<file path="src/rtl/stream_map_addk.sv">
// Elastic valid/ready pipeline that adds the constant K to every element.
// Supports wrap or saturating arithmetic, a sticky overflow flag and an output counter.
module stream_map_addk #(
   parameter int          WIDTH  = 8,
   parameter int          K      = 1,
   parameter int unsigned STAGES = 1,
   parameter bit          SAT    = 1'b0,
   parameter bit          SIGNED = 1'b0,
   parameter int unsigned CNTW   = 16
) (
   input  logic             clk,
   input  logic             nrst,
   input  logic [WIDTH-1:0] sIn,
   input  logic             sIn_valid,
   output logic             sIn_ready,
   output logic [WIDTH-1:0] sOut,
   output logic             sOut_valid,
   input  logic             sOut_ready,
   output logic             ovf,
   output logic [CNTW-1:0]  count
);

   localparam int unsigned XW = WIDTH + 1;
   localparam logic [WIDTH:0] K_EXT = XW'(K);

   logic [WIDTH:0]   a_ext;
   logic [WIDTH:0]   sum;
   logic [WIDTH-1:0] res;
   logic             res_ovf;

   logic [STAGES-1:0] v_q, v_d;
   logic [STAGES-1:0] tag_q, tag_d;
   logic [STAGES-1:0] r;
   logic [WIDTH-1:0]  d_q [STAGES];
   logic [WIDTH-1:0]  d_d [STAGES];
   logic              ovf_q, ovf_d;
   logic [CNTW-1:0]   count_q, count_d;
   logic              out_xfer;

   // The (WIDTH+1)-bit sum is exact, so its top bit(s) classify the overflow direction.
   always_comb begin
      a_ext   = {SIGNED & sIn[WIDTH-1], sIn};
      sum     = a_ext + K_EXT;
      res_ovf = SIGNED ? (sum[WIDTH] ^ sum[WIDTH-1]) : sum[WIDTH];
      res     = sum[WIDTH-1:0];
      if (SAT && res_ovf) begin
         if (SIGNED) begin
            res = sum[WIDTH] ? {1'b1, {(WIDTH-1){1'b0}}} : {1'b0, {(WIDTH-1){1'b1}}};
         end else begin
            res = (K > 0) ? '1 : '0;
         end
      end
   end

   always_comb begin : ready_chain
      logic chain;
      r     = '0;
      chain = sOut_ready;
      for (int unsigned j = 0; j < STAGES; j++) begin
         chain              = ~v_q[STAGES-1-j] | chain;
         r[STAGES-1-j]      = chain;
      end
   end

   always_comb begin
      v_d   = v_q;
      tag_d = tag_q;
      d_d   = d_q;
      if (r[0]) begin
         v_d[0]   = sIn_valid;
         d_d[0]   = res;
         tag_d[0] = res_ovf;
      end
      for (int unsigned j = 1; j < STAGES; j++) begin
         if (r[j]) begin
            v_d[j]   = v_q[j-1];
            d_d[j]   = d_q[j-1];
            tag_d[j] = tag_q[j-1];
         end
      end
      out_xfer = v_q[STAGES-1] & sOut_ready;
      ovf_d    = ovf_q | (out_xfer & tag_q[STAGES-1]);
      count_d  = count_q + CNTW'(out_xfer);
   end

   always_ff @(posedge clk or negedge nrst) begin
      if (!nrst) begin
         v_q     <= '0;
         tag_q   <= '0;
         ovf_q   <= 1'b0;
         count_q <= '0;
         for (int unsigned j = 0; j < STAGES; j++) begin
            d_q[j] <= '0;
         end
      end else begin
         v_q     <= v_d;
         tag_q   <= tag_d;
         ovf_q   <= ovf_d;
         count_q <= count_d;
         d_q     <= d_d;
      end
   end

   assign sIn_ready  = r[0];
   assign sOut       = d_q[STAGES-1];
   assign sOut_valid = v_q[STAGES-1];
   assign ovf        = ovf_q;
   assign count      = count_q;

endmodule

</file>
<file path="config.mk">
export PLATFORM = sky130hd
export DESIGN_NAME = stream_map_addk
export DESIGN_NICKNAME = d
export VERILOG_FILES = /design/src/rtl/stream_map_addk.sv
export SDC_FILE = /design/constraint.sdc
export NUM_CORES = 1
export LEC_CHECK = 0
export CORE_MARGIN = 3
export CORE_UTILIZATION = 45
export DETAILED_ROUTE_END_ITERATION = 8
export MAX_ROUTING_LAYER = met4
export PLACE_DENSITY = 0.78
export SYNTH_ARGS = -nofsm -noshare
export SYNTH_HDL_FRONTEND = slang
export SYNTH_SLANG_ARGS = --single-unit
</file>
<file path="constraint.sdc">
create_clock -name clk -period 2.5 [get_ports clk]
set_input_delay 0.25 -clock clk [delete_from_list [all_inputs] [get_ports clk]]
set_output_delay 0.25 -clock clk [all_outputs]
set_load 0.01 [all_outputs]
</file>
==> flow_summary.ini <==
[synthesis]
yosysTopAreaCell = dfrtp_1
ys_top_cells_by_area = dfrtp_1, xor2_1, nor4_2
ys_ff_latch = 27
ys_warn_count = 0
synth_cells = 109
synth.top_cell.area_share = 0.5422
syn_area_per_cell_um2 = 11.43
seq_area_frac_synth = 0.5422
yosys.cell_types.count = 23
synth_area_um2 = 1246
synth_nets = 124

[sta]
whs_ps = 257.1
setup_tns_ps = 0
rsz0062_at_grt = false
period_needed_ps = 1774
relSlewSlack = 0.7742
finalCritPeriodShare = 0.7095
fin_skew_ps = 15.90
slew_violations = 0
setup_viol = 0
fmax_ghz = 0.5637
worst_pin_slew_ps = 338.8
hold_violations = 0

[floorplanning]
start_util = 0.4897
dieArea_um2 = 3437
dieWidth_um = 58.63
core_area_um2 = 2545
ios = 39
die_h_um = 58.63
rows = 18

[power_and_ir_drop]
power_leakage_nw = 0.7269
seq_power_share = 0.543
switching_share = 0.3113
p_comb_frac = 0.269
pwr-share-clk = 0.188
p_switching_mw = 0.3286
p_int_mw = 0.7269
ir_drop_mv = 0.5875
pwr_density_cell_nw_per_um2 = 621.2

[worst_setup_path]
crit_path_end_kind = flop
cp_data_required_time_ps = 2750
crit_fanout = 4
crit_arrival_ps = 2020
cp-start-kind = flop
critPathKind = reg2reg

[finish]
nFillCells = 209
mostFrequentLayoutCells = clkdlybuf4s50_1, dfrtp_1, xor2_1
final_common_cell = clkdlybuf4s50_1
drive_gt1_frac = 0.1126
nNetsFinal = 167
regArea_um2 = 675.6
fin_area_um2 = 1699
areaGrowthSynthToFinish_pct = 36.35
antenna_cells = 0
multiInputGateArea_um2 = 553.0

[flow_run]
maxCapViolCount = 0

[global_route]
grt_pass1_vias = 1004
antenna_found_initial = 0
grt_max_degree = 28
grt-ovfl-total = 0
grt_use_total = 0.1675
grt_pass1_wl_mm = 4.367

[placement]
hpwl_mm = 1.829
place_area_um2 = 1669
port_buffers = 38
gp_congestion = 0.7804

[routing]
wl_mm = 2.398
first_iter_violations = 21
drtPass1Iterations = 4
via_count = 948
wl_per_cell_um = 13.25
route.detailed.drc = 0
via_per_inst = 5.238
detail-route-antenna-nets = 0

[cts]
hold_buffers = 0
clk_latency_ps = 330
cts_tree = done
htreeDepth = 1
cts_resized = 0
clkTransAtPathRegs_ps = 160
ctsRootBufferMaster = clkbuf_4
clock_sinks = 27
clock_path_buffers = 2
cts_buffers = 3
cts_setup_buffers = 0

[min_path]
hold_path.class = in2async

[outcome]
status = completed
-- kinds of logic after synthesis --
group / count (synthesis) / share of synthesized area
AND/OR/NAND/NOR: 45 / 0.2269
flip-flops: 27 / 0.5422
XOR/XNOR: 17 / 0.1195
AO/OA/AOI/OAI: 11 / 0.04920
buffers and inverters: 4 / 0.01406
adder cells (fa/ha/maj): 3 / 0.03012
multiplexers: 2 / 0.01807
-- worst max-delay path, cell delays in order, from the launching register on --
cell,delay (ps)
dfrtp_1,400
and2_1,160
ha_1,190
ha_1,230
nand3_1,190
nor4_2,320
xor2_1,190
-- flip-flops by register name (all words and copies together) (netlist names) --
signal / flops
sOut: 8
count: 16
ovf: 1
sOut_valid: 1
tag_q: 1
-- routing by layer --
layer	up-vias	routed length, um	part of all wire	GRT usage
met3	0	145	0.060	0.02193
met1	455	1080	0.45	0.2063
met5	-	0	0	-
li1	463	-	-	-
met4	0	0	0	0.05825
met2	30	1172	0.49	0.2839
-- cells in the mapped netlist (all sizes together) --
| cell type | n |
|---|---|
| nand3 | 10 |
| a31oi | 3 |
| and2 | 1 |
| nor2 | 11 |
| inv | 2 |
| a21oi | 4 |
| buf | 2 |
| a21o | 1 |
| mux2 | 2 |
| nor3 | 4 |
| nand4 | 4 |
| or3 | 3 |
| o21ai | 3 |
| xnor2 | 5 |
| nand2 | 6 |
| ha | 3 |
| nor4 | 4 |
| xor2 | 12 |
| nand2b | 2 |
| dfrtp | 27 |
-- power groups by stage --
stage          Sequential, mW  Clock [mW]  Combinational, mW
2_1_floorplan           0.603           0             0.0806
3_3_place_gp            0.580           0              0.285
3_5_place_dp            0.582           0              0.287
4_1_cts                 0.574       0.204              0.289
5_1_grt                 0.584       0.224              0.314
6_report                0.573       0.199              0.284
-- stage by stage --
step                      setup slack [ps]  std cells  total power, mW  utilization
final                                726.1        181            1.056       0.6677
after global routing                 569.3        181            1.122       0.6677
after CTS                            734.2        181            1.067       0.6677
after detailed placement             440.5        177           0.8690       0.6559
after global placement               514.0        177           0.8644       0.6559
after floorplan                      900.8        109           0.6836            -
-- final timing paths --
| check | start | end | slack, ps | cells after the start |
|---|---|---|---|---|
| worst max register to register | sOut_valid | count[14] | 730 | 6 |
| worst min register to register | count[15] | count[15] | 490 | 1 |
| worst min-delay path | nrst | count[12] | 260 | 2 |
| min in group clk | sIn_valid | sOut_valid | 460 | 2 |
| max in group asynchronous | nrst | sOut[6] | 1980 | 2 |
| worst max-delay path | sOut_valid | count[14] | 730 | 6 |
-- layout make-up --
type / count / share of cell area
well taps: 30 / 0.02209
clock inverters: 1 / 0.004418
flip-flops and latches: 27 / 0.3976
inverters: 2 / 0.004418
multi-input cells: 78 / 0.3255
clock buffers: 3 / 0.01325
repair buffers: 40 / 0.2327
Power figures use the tool's default switching activity.
